<file path="src/rtl/axil_to_wbm.sv">
// AXI4-Lite slave to pipelined Wishbone master bridge: one transaction in flight,
// round-robin between reads and writes, SLVERR on WB error or ack timeout.
module axil_to_wbm #(
   parameter int C_AXI_ADDR_WIDTH = 28,
   parameter int C_AXI_DATA_WIDTH = 32,
   parameter int TIMEOUT          = 255
) (
   input  logic                          i_clk,
   input  logic                          i_reset,
   input  logic                          i_axi_awvalid,
   output logic                          o_axi_awready,
   input  logic [C_AXI_ADDR_WIDTH-1:0]   i_axi_awaddr,
   input  logic                          i_axi_wvalid,
   output logic                          o_axi_wready,
   input  logic [C_AXI_DATA_WIDTH-1:0]   i_axi_wdata,
   input  logic [C_AXI_DATA_WIDTH/8-1:0] i_axi_wstrb,
   output logic                          o_axi_bvalid,
   input  logic                          i_axi_bready,
   output logic [1:0]                    o_axi_bresp,
   input  logic                          i_axi_arvalid,
   output logic                          o_axi_arready,
   input  logic [C_AXI_ADDR_WIDTH-1:0]   i_axi_araddr,
   output logic                          o_axi_rvalid,
   input  logic                          i_axi_rready,
   output logic [C_AXI_DATA_WIDTH-1:0]   o_axi_rdata,
   output logic [1:0]                    o_axi_rresp,
   output logic                          o_wb_cyc,
   output logic                          o_wb_stb,
   output logic                          o_wb_we,
   output logic [C_AXI_ADDR_WIDTH-3:0]   o_wb_addr,
   output logic [C_AXI_DATA_WIDTH-1:0]   o_wb_data,
   output logic [C_AXI_DATA_WIDTH/8-1:0] o_wb_sel,
   input  logic                          i_wb_ack,
   input  logic                          i_wb_stall,
   input  logic [C_AXI_DATA_WIDTH-1:0]   i_wb_data,
   input  logic                          i_wb_err
);
   localparam int CW = (TIMEOUT > 1) ? $clog2(TIMEOUT + 1) : 1;
   localparam logic [1:0] RESP_OKAY   = 2'b00;
   localparam logic [1:0] RESP_SLVERR = 2'b10;

   typedef enum logic [1:0] {S_IDLE, S_WBUS, S_BRESP, S_RRESP} state_t;

   state_t          r_state;
   logic            r_last_wr;
   logic [CW-1:0]   r_cnt;

   logic w_idle, w_wr_req, w_rd_req, w_take_wr, w_take_rd, w_tmo, w_ok, w_done;
   logic w_unused_addr_lsb;

   assign w_unused_addr_lsb = ^{i_axi_awaddr[1:0], i_axi_araddr[1:0]};

   // Readies are granted only from IDLE; on a tie the kind not served last wins.
   assign w_idle    = (r_state == S_IDLE) && !i_reset;
   assign w_wr_req  = i_axi_awvalid && i_axi_wvalid;
   assign w_rd_req  = i_axi_arvalid;
   assign w_take_wr = w_idle && w_wr_req && (!w_rd_req || !r_last_wr);
   assign w_take_rd = w_idle && w_rd_req && !w_take_wr;

   assign o_axi_awready = w_take_wr;
   assign o_axi_wready  = w_take_wr;
   assign o_axi_arready = w_take_rd;

   // r_cnt holds the number of cyc cycles already elapsed, so cyc stays up TIMEOUT cycles.
   assign w_tmo  = (TIMEOUT != 0) && (r_cnt == CW'(TIMEOUT - 1));
   assign w_ok   = i_wb_ack && !i_wb_err;
   assign w_done = i_wb_ack || i_wb_err || w_tmo;

   always_ff @(posedge i_clk or posedge i_reset) begin
      if (i_reset) begin
         r_state      <= S_IDLE;
         r_last_wr    <= 1'b0;
         r_cnt        <= '0;
         o_wb_cyc     <= 1'b0;
         o_wb_stb     <= 1'b0;
         o_wb_we      <= 1'b0;
         o_wb_addr    <= '0;
         o_wb_data    <= '0;
         o_wb_sel     <= '0;
         o_axi_bvalid <= 1'b0;
         o_axi_bresp  <= RESP_OKAY;
         o_axi_rvalid <= 1'b0;
         o_axi_rresp  <= RESP_OKAY;
         o_axi_rdata  <= '0;
      end else begin
         case (r_state)
            S_IDLE: begin
               if (w_take_wr) begin
                  r_state   <= S_WBUS;
                  r_last_wr <= 1'b1;
                  r_cnt     <= '0;
                  o_wb_cyc  <= 1'b1;
                  o_wb_stb  <= 1'b1;
                  o_wb_we   <= 1'b1;
                  o_wb_addr <= i_axi_awaddr[C_AXI_ADDR_WIDTH-1:2];
                  o_wb_data <= i_axi_wdata;
                  o_wb_sel  <= i_axi_wstrb;
               end else if (w_take_rd) begin
                  r_state   <= S_WBUS;
                  r_last_wr <= 1'b0;
                  r_cnt     <= '0;
                  o_wb_cyc  <= 1'b1;
                  o_wb_stb  <= 1'b1;
                  o_wb_we   <= 1'b0;
                  o_wb_addr <= i_axi_araddr[C_AXI_ADDR_WIDTH-1:2];
                  o_wb_data <= '0;
                  o_wb_sel  <= '1;
               end
            end
            S_WBUS: begin
               if (o_wb_stb && !i_wb_stall)
                  o_wb_stb <= 1'b0;
               if (w_done) begin
                  o_wb_cyc <= 1'b0;
                  o_wb_stb <= 1'b0;
                  if (o_wb_we) begin
                     r_state      <= S_BRESP;
                     o_axi_bvalid <= 1'b1;
                     o_axi_bresp  <= w_ok ? RESP_OKAY : RESP_SLVERR;
                  end else begin
                     r_state      <= S_RRESP;
                     o_axi_rvalid <= 1'b1;
                     o_axi_rresp  <= w_ok ? RESP_OKAY : RESP_SLVERR;
                     o_axi_rdata  <= w_ok ? i_wb_data : '0;
                  end
               end else begin
                  r_cnt <= r_cnt + 1'b1;
               end
            end
            S_BRESP: begin
               if (i_axi_bready) begin
                  o_axi_bvalid <= 1'b0;
                  r_state      <= S_IDLE;
               end
            end
            S_RRESP: begin
               if (i_axi_rready) begin
                  o_axi_rvalid <= 1'b0;
                  r_state      <= S_IDLE;
               end
            end
            default: r_state <= S_IDLE;
         endcase
      end
   end
endmodule

</file>
<file path="config.mk">
export PLATFORM = sky130hd
export DESIGN_NAME = axil_to_wbm
export DESIGN_NICKNAME = d
export VERILOG_FILES = /design/src/rtl/axil_to_wbm.sv
export SDC_FILE = /design/constraint.sdc
export NUM_CORES = 1
export LEC_CHECK = 0
export CORE_MARGIN = 5
export CORE_UTILIZATION = 35
export CTS_CLUSTER_DIAMETER = 50
export CTS_CLUSTER_SIZE = 10
export DETAILED_ROUTE_END_ITERATION = 10
export MAX_ROUTING_LAYER = met4
export PLACE_DENSITY = 0.77
export SYNTH_ARGS = -nofsm -noshare
export SYNTH_HDL_FRONTEND = slang
export SYNTH_SLANG_ARGS = --single-unit
</file>
<file path="constraint.sdc">
create_clock -name i_clk -period 3.3 [get_ports i_clk]
set_input_delay 0.495 -clock i_clk [delete_from_list [all_inputs] [get_ports i_clk]]
set_output_delay 0.495 -clock i_clk [all_outputs]
set_load 0.05 [all_outputs]
</file>
# Word-level counts from Yosys, hierarchy flattened
# Index checks and enable logic that the tools add are counted.
# totals
mem_bits_ro	0
output_inout_bits	106
regBits	113
ram_bits	0
latchBits	0
wordCells	94
input_bits	134
mem_count	0
# op_classes
mux	36
n_div	0
reduce_logical	31
bitwise_logic	1
n_eq_ne	12
shift	0
magnitude_cmp	0
n_addsub	1
mul	0
# op_table
op	n
2-to-1 mux 32 bit	3
2-to-1 mux 26 bit	2
2-to-1 mux 8 bit	3
case mux 8 bit (2 select lines)	1
AND reduction 3 bit	5
2-to-1 mux 1 bit	14
2-to-1 mux 2 bit	6
!= test 2 bit (second input constant)	6
AND reduction 4 bit	3
adder 8 x 1 -> 8 bit (second input constant)	1
equality test 8 bit (second input constant)	1
logical AND 1 bit	8
2-to-1 mux 4 bit	2
case mux 1 bit (2 select lines)	4
case mux 2 bit (4 select lines)	1
nonzero test 2 bit	4
logical NOT 1 bit	6
!= test 3 bit (second input constant)	2
equality test 2 bit (second input constant)	2
logical OR 1 bit	3
equality test 2 x 1 -> 1 bit (second input constant)	1
logical NOT 2 bit	1
AND reduction 2 bit	1
NOT 1 bit	1

# Longest topological paths before layout
# Gate-level depths: netlist of run 1.
# logic_depth
depth_word	9
mapped_depth	7
mapped_depth_nobuf	6

# Least setup slack after synthesis of run 1
# OpenSTA, ideal clock, no wires.
# synth_timing
path_type	register -> output
from	register r_state[0]
to	output o_axi_wready
n_path_buf	3
path_stages_with_launch	7
t_required_ns	2.805
arrival_time_ns	1.876
setup_slack_ns	0.929
path_cell_list	dfrtp_1 -> buf_6 -> or3_4 -> a211o_1 -> inv_2 -> buf_2 -> buf_4
# synth_via
elab_chain_len	4
# synth_rtl
element	line_no	source
start: declaration	44	state_t r_state;
start signal: assignment	71	r_state <= S_IDLE;
start signal: assignment	89	r_state <= S_WBUS;
start signal: assignment	99	r_state <= S_WBUS;
logical NOT 2 bit	54	assign w_idle = (r_state == S_IDLE) && !i_reset;
logical AND 1 bit	54	
logical AND 1 bit (2 in a row)	57	assign w_take_wr = w_idle && w_wr_req && (!w_rd_req || !r_last_wr);
end: declaration	14	output logic o_axi_wready,
# Every way passes these cells.

# Final worst setup path of run 1
# layout_timing
from	input i_reset
to	output o_axi_arready
# layout_via
elab_chain_len	6
word_cells_on_any_way	7
cone_classes	7 x reduce/logical
# layout_rtl
element	line_no	source
start: declaration	9	input logic i_reset,
logical NOT 1 bit (no line) *	--	
logical AND 1 bit *	54	
logical AND 1 bit (2 in a row)	57	
logical NOT 1 bit	58	assign w_take_rd = w_idle && w_rd_req && !w_take_wr;
logical AND 1 bit *	58	
end: declaration	21	output logic o_axi_arready,
# Mark *: on every way between the ends. The rest lies on a longest branch, timed or not.

==> summary.md, run 1 <==
| Metric | Value |
|---|---|
| Status | `completed` |
| Syn-to-layout area delta | `62.4%` |
| FILL cells | `1,074` |
| Crit Path Max Fanout | `4` |
| Post-CTS Setup Inserts | `0` |
| GRT overflow | `0` |
| Die H | `123 um` |
| TritonCTS Buffers | `9` |
| Post-synth EDFFs | `0` |
| Final setup fails | `0` |
| Commonest non-fill, non-tap cells in the layout | `clkdlybuf4s50_1 (231), dfrtp_1 (111), a22o_1 (66), nand2_1 (62), nor2_1 (34)` |
| Simple-gate portion of the synthesized area | `0.110` |
| Worst R2R Start | `r_cnt[0]` |
| Setup TNS Final | `0 ps` |
| Ratio of cells with drive above 1 in the final layout | `0.0514` |
| ANT cells | `0` |
| Avg Cell Area, Syn | `11.4 um^2` |
| I/O Buffers | `233` |
| Worst setup EP type | `primary output` |
| Main synth FF type | `dfrtp_1` |
| WL final | `13,500 um` |
| Register area share after synthesis | `0.622` |
| Synth Register Bits | `111` |
| DP HPWL | `10,100 um` |
| Row cnt | `41` |
| RSZ-0062 raised after global routing | `false` |
| Hold_sp | `r_cnt[6]` |
| Clock network fraction of total power | `0.132` |
| Final hold violations | `0` |
| Largest net degree at the start of global routing | `64` |
| Comb pwr share | `0.574` |
| Worst Skew | `8.46 ps` |
| Worst stage delay on the critical path | `830 ps` |
| Detailed-route via count | `3,956` |
| Pins Over Slew Limit | `0` |
| Largest family of logic cells by synthesized area | `compound AO/OA/AOI/OAI gates` |
| Pint | `4230 uW` |
| Async SR Flop Fraction | `1.00` |
| Critical-path cell list | `clkdlybuf4s50_1 > or3_4 > nor2_1 > clkdlybuf4s50_1` |
| Clk slew on worst S/H paths | `70 ps` |
| Peak Freq | `0.357 GHz` |
| Vias in the first global route | `3,993` |
| PostCTS Resize Cnt | `0` |
| IO Count | `240` |
| Post-Layout Cell Count | `794` |
| Clock period minus worst slack | `2800 ps` |
| DR pass1 iterations | `4` |
| XOR/XNOR Fraction of Synth Area | `0` |
| First-pass GRT wire length | `20,700 um` |
| Die area | `0.0151 mm^2` |
| Core area | `0.0126 mm^2` |
| Switch Pwr | `3900 uW` |
| Vias per cell | `4.98` |
| Max VDD drop | `0.000607 V` |
| Part of the power in registers | `0.294` |
| Count of cell types in the netlist | `40` |
| Mapped Cells | `393` |
| Worst Hold Class | `flop to flop` |
| Leakage | `0.00309 uW` |
| Htree depth | `3` |
| Cell Pwr Density | `1120 mW/mm^2` |
| WP buf/inv | `2` |
| Fin crit share | `0.849` |
| Crit path top cell by count | `clkdlybuf4s50_1` |
| Crit path max-delay family | `buffers and inverters` |
| GRT Total Usage | `0.182` |
| Sw Share | `0.480` |
| WS Path Type | `input pin to primary output` |
| CP required | `2800 ps` |
| Area of the mapped netlist | `0.00446 mm^2` |
| Startpoint Class | `input pin` |
| Die width | `123 um` |
| Placed cell count | `778` |
| Crit path launch | `i_reset` |
| Cts-stage hold buffer count | `0` |
| CP arrival | `2310 ps` |
| Mux cell area share after synthesis | `0.00476` |
| Initial antenna violation count | `0` |
| Root Buffer | `clkbuf_16` |
| Commonest non-fill, non-tap cell in the layout | `clkdlybuf4s50_1` |
| # DRC | `0` |
| Gpl congestion | `0.799` |
| Synth Area in Compound Gates | `0.214` |
| Clock sink total | `111` |
| Initial Util | `0.355` |
| Synth Area in Adders | `0.00561` |
| Fin nets | `753` |
| Max-cap viol count | `0` |
| Relative slew slack | `0.486` |
| CTS tree | `done` |
| Worst skew pair latency | `350 ps` |
| CTS Buffer Depth | `2` |
| Routed wire per std cell | `17.0 um` |
| Worst-Margin Slew | `772 ps` |
| Slowest-stage cell, CP | `clkdlybuf4s50_1` |
| Antenna Nets Post-Route | `0` |
| Yosys warning count | `0` |
| Initial DRC count | `138` |
[cells by family (layout without fill, tap and decap cells)]
group | count (synthesis) | count (layout)
AO/OA/AOI/OAI | 125 | 125
adder cells (fa/ha/maj) | 2 | 2
buffers and inverters | 36 | 264
flip-flops | 111 | 111
multiplexers | 2 | 2
other | 1 | 2
AND/OR/NAND/NOR | 116 | 116
[state kept, by name (all words and copies together), names as in the netlist]
name	flops
o_axi_bvalid	1
o_wb_addr	26
o_axi_rvalid	1
o_axi_rresp	1
o_axi_rdata	32
r_cnt	8
o_wb_sel	4
r_last_wr	1
o_wb_cyc	1
o_wb_data	32
o_axi_bresp	1
o_wb_stb	1
r_state	2
[per-layer routing]
layer	wire length, um	global-route usage	vias up
met1	5700	0.226	1921
met3	1070	0.0512	16
met2	6530	0.284	164
li1	-	-	1855
met5	0	-	-
met4	242	0.0693	0
[area by class of cell]
type / instances / area [um^2] / area share
Sequential cell: 111 / 2780 / 0.383
Timing Repair Buffer: 242 / 2420 / 0.334
Multi-Input combinational cell: 247 / 1520 / 0.210
Clock buffer: 11 / 233 / 0.0321
Tap cell: 172 / 215 / 0.0297
Clock inverter: 5 / 58.8 / 0.00811
Inverter: 6 / 26.3 / 0.00362
[stage by stage]
step / setup slack, ps / utilization / hold slack (ps) / total power, uW / cell area (um^2)
final: 497 / 0.577 / 500 / 8130 / 7250
after global routing: 427 / 0.577 / 526 / 8500 / 7250
after CTS: 472 / 0.577 / 499 / 8210 / 7250
after detailed placement: 481 / 0.554 / 487 / 7100 / 6960
after global placement: 487 / 0.554 / 460 / 7020 / 6960
after floorplan: 929 / - / 450 / 5400 / 4470
[worst register-to-register path, delay by kind of cell, from the launching register on]
| family | cells | cell delay, ps |
|---|---|---|
| AO/OA/AOI/OAI | 2 | 630 |
| adder cells (fa/ha/maj) | 1 | 140 |
| buffers and inverters | 2 | 420 |
| flip-flops | 1 | 430 |
| AND/OR/NAND/NOR | 2 | 480 |
[power by group through the flow]
| stage | sequential, uW | clock [uW] | combinational, uW |
|---|---|---|---|
| 4_1_cts | 2390 | 1100 | 4710 |
| 3_3_place_gp | 2380 | 0 | 4640 |
| 6_report | 2390 | 1070 | 4670 |
| 3_5_place_dp | 2400 | 0 | 4700 |
| 5_1_grt | 2490 | 1150 | 4860 |
| 2_1_floorplan | 4450 | 0 | 947 |
[synthesized netlist by cell type (all sizes together) (2+ instances only)]
cell type	n	area, um^2
inv	6	22.5
clkbuf	15	56.3
a21oi	7	35.0
buf	15	109
nand2b	2	12.5
nand2	62	233
o22a	4	35.0
dfrtp	111	2780
a22o	66	578
o21ai	8	40.0
nor2	35	131
o211ai	2	15.0
nand3	7	35.0
a31oi	30	188
ha	2	25.0
[worst paths after layout]
path                            slack [ps]  cells past startpoint               to
worst max register to register        1090                      7  o_axi_rdata[13]
worst min-delay path                   500                      1         r_cnt[6]
worst max-delay path                   500                      4    o_axi_arready
worst min register to register         500                      1         r_cnt[6]
max in group asynchronous             2010                      3     o_wb_data[7]
min in group asynchronous              730                      3     o_wb_addr[8]
Note: power is estimated with default switching activity, not from simulation.
==> run 2: changes to the inputs <==
clock period = 2.45 ns   (was 3.3 ns; I/O delays follow)
==> summary.md, run 2 (synthesized netlist as in run 1, its figures left out) <==
| Metric | Value |
|---|---|
| Status | `completed` |
| Final hold violations | `0 (unchanged)` |
| Worst skew pair latency | `350 ps (about the same)` |
| Largest net degree at the start of global routing | `69 (+7.8%)` |
| Syn-to-layout area delta | `64.9%` |
| Vias in the first global route | `4,205 (+5.3%)` |
| Row cnt | `41 (unchanged)` |
| Clock period minus worst slack | `2280 ps` |
| RSZ-0062 raised after global routing | `false` |
| DP HPWL | `10,500 um (+4.1%)` |
| Final setup fails | `0 (unchanged)` |
| Core area | `0.0126 mm^2 (unchanged)` |
| Worst Hold Class | `input pin to async pin` |
| CTS tree | `done` |
| CP arrival | `1910 ps (-400 ps)` |
| Vias per cell | `4.99 (+0.18%)` |
| Max-cap viol count | `0 (unchanged)` |
| Cts-stage hold buffer count | `0 (unchanged)` |
| Dpl ws | `57.8 ps (-424 ps)` |
| Worst Skew | `13.5 ps (+5.03 ps)` |
| Peak Freq | `0.438 GHz` |
| PostCTS Resize Cnt | `0 (unchanged)` |
| Worst setup EP type | `primary output` |
| Clk slew on worst S/H paths | `80 ps (about the same)` |
| R2R setup slack | `500 ps (-590 ps)` |
| Cell Pwr Density | `1510 mW/mm^2 (+35%)` |
| Post-CTS Setup Inserts | `0 (unchanged)` |
| Commonest non-fill, non-tap cells in the layout | `clkdlybuf4s50_1 (230), dfrtp_1 (111), a22o_1 (66), nand2_1 (62), nor2_1 (34)` |
| WS Path Type | `input pin to primary output` |
| DR pass1 iterations | `4 (unchanged)` |
| IO Count | `240 (unchanged)` |
| Commonest non-fill, non-tap cell in the layout | `clkdlybuf4s50_1` |
| Biggest regs | `o_axi_rdata: 32 flops, o_wb_data: 32 flops, o_wb_addr: 26 flops` |
| Detailed-route via count | `3,998 (+1.1%)` |
| Post-route setup slack | `168 ps (-329 ps)` |
| GRT overflow | `0 (unchanged)` |
| Slowest-stage cell, CP | `clkdlybuf4s50_1` |
| Max VDD drop | `0.000909 V (+50%)` |
| Clock sink total | `111 (unchanged)` |
| Worst-Margin Slew | `545 ps (-227 ps)` |
| Initial DRC count | `184 (+33%)` |
| ANT cells | `0 (unchanged)` |
| Pins Over Slew Limit | `0 (unchanged)` |
| Htree depth | `3 (unchanged)` |
| Fin nets | `760 (+0.93%)` |
| TritonCTS Buffers | `9 (unchanged)` |
| Setup TNS Final | `0 ps (unchanged)` |
| Die width | `123 um (unchanged)` |
| Ratio of cells with drive above 1 in the final layout | `0.0668 (+0.0153)` |
| GRT Total Usage | `0.185 (+0.00339)` |
| Root Buffer | `clkbuf_16` |
| Worst stage delay on the critical path | `460 ps (-370 ps)` |
| Fin crit share | `0.931` |
| I/O Buffers | `233 (unchanged)` |
| Antenna Nets Post-Route | `0 (unchanged)` |
| Startpoint Class | `input pin` |
| Initial antenna violation count | `0 (unchanged)` |
| CTS Buffer Depth | `2 (unchanged)` |
| Leakage | `0.00316 uW (+2.2%)` |
| Crit Path Max Fanout | `8 (+4)` |
| First-pass GRT wire length | `21,200 um (+2.5%)` |
| CP required | `2080 ps (-720 ps)` |
| Initial Util | `0.355 (unchanged)` |
| Gpl congestion | `0.801 (+0.14%)` |
| Critical-path cell list | `clkdlybuf4s50_1 > or3_4 > a211o_1 > inv_2 > buf_12` |
| Die H | `123 um (unchanged)` |
| Routed wire per std cell | `17.4 um (+1.8%)` |
| WL final | `13,900 um (+2.7%)` |
| Die area | `0.0151 mm^2 (unchanged)` |
| # DRC | `0 (unchanged)` |
| Relative slew slack | `0.635 (+0.150)` |
[run 2: cell count changes in the layout (fill, tap and decap cells not counted), moves of 2 or more]
cell,delta
clkbuf_8,+3
clkbuf_1,-2
buf_4,+5
buf_12,+3
[run 2: layout make-up]
cell class                      count  area, um^2
Timing Repair Buffer              249        2510
Sequential cell                   111        2780
Multi-Input combinational cell    247        1520
Inverter                            6        26.3
Fill cell                        1082        5200
Clock buffer                       12         267
Tap cell                          172         215
Clock inverter                      4        51.3
[run 2: routing by layer]
metal / share of wire / global-route usage / up-vias
li1: - / - / 1871
met1: 0.40 / 0.221 / 1920
met2: 0.50 / 0.306 / 195
met3: 0.085 / 0.0563 / 12
met4: 0.014 / 0.0490 / 0
met5: 0 / - / -
[run 2: final timing paths]
path                       cells after the start       endpoint        from
setup / recovery                               5  o_axi_awready     i_reset
hold / removal                                 3  o_wb_addr[18]     i_reset
setup reg to reg                               6  o_wb_addr[10]  r_state[1]
hold reg to reg                                1       r_cnt[6]    r_cnt[6]
max in group asynchronous                      3       r_cnt[0]     i_reset
min in group i_clk                             1       r_cnt[6]    r_cnt[6]
[run 2: report_power, final]
part | leakage, uW | switching [uW] | internal, uW | total (uW)
Clock | 0.000155 | 653 | 879 | 1530
Sequential | 0.00140 | 505 | 2680 | 3190
Combinational | 0.00161 | 4130 | 2280 | 6410
[run 2: worst max-delay path, delay by kind of cell]
| family | cells | cell delay [ps] |
|---|---|---|
| AO/OA/AOI/OAI | 1 | 310 |
| buffers and inverters | 3 | 830 |
| AND/OR/NAND/NOR | 1 | 390 |
[run 2: per-stage QoR]
stage          instances  total power [uW]  utilization  instance area [um^2]  hold WS, ps
2_1_floorplan        394              7270            -                  4470          450
3_3_place_gp         785              9530        0.561                  7050          460
3_5_place_dp         785              9650        0.561                  7050          480
4_1_cts              801             11200        0.586                  7360          492
5_1_grt              801             11600        0.586                  7360          499
6_report             801             11100        0.586                  7360          494
==> run 3: changes to the inputs <==
ABC_CLOCK_PERIOD_IN_PS = 2450   (was default)
==> results of run 3 <==
No change in the layout: final DEF, timing and power equal those of run 2.
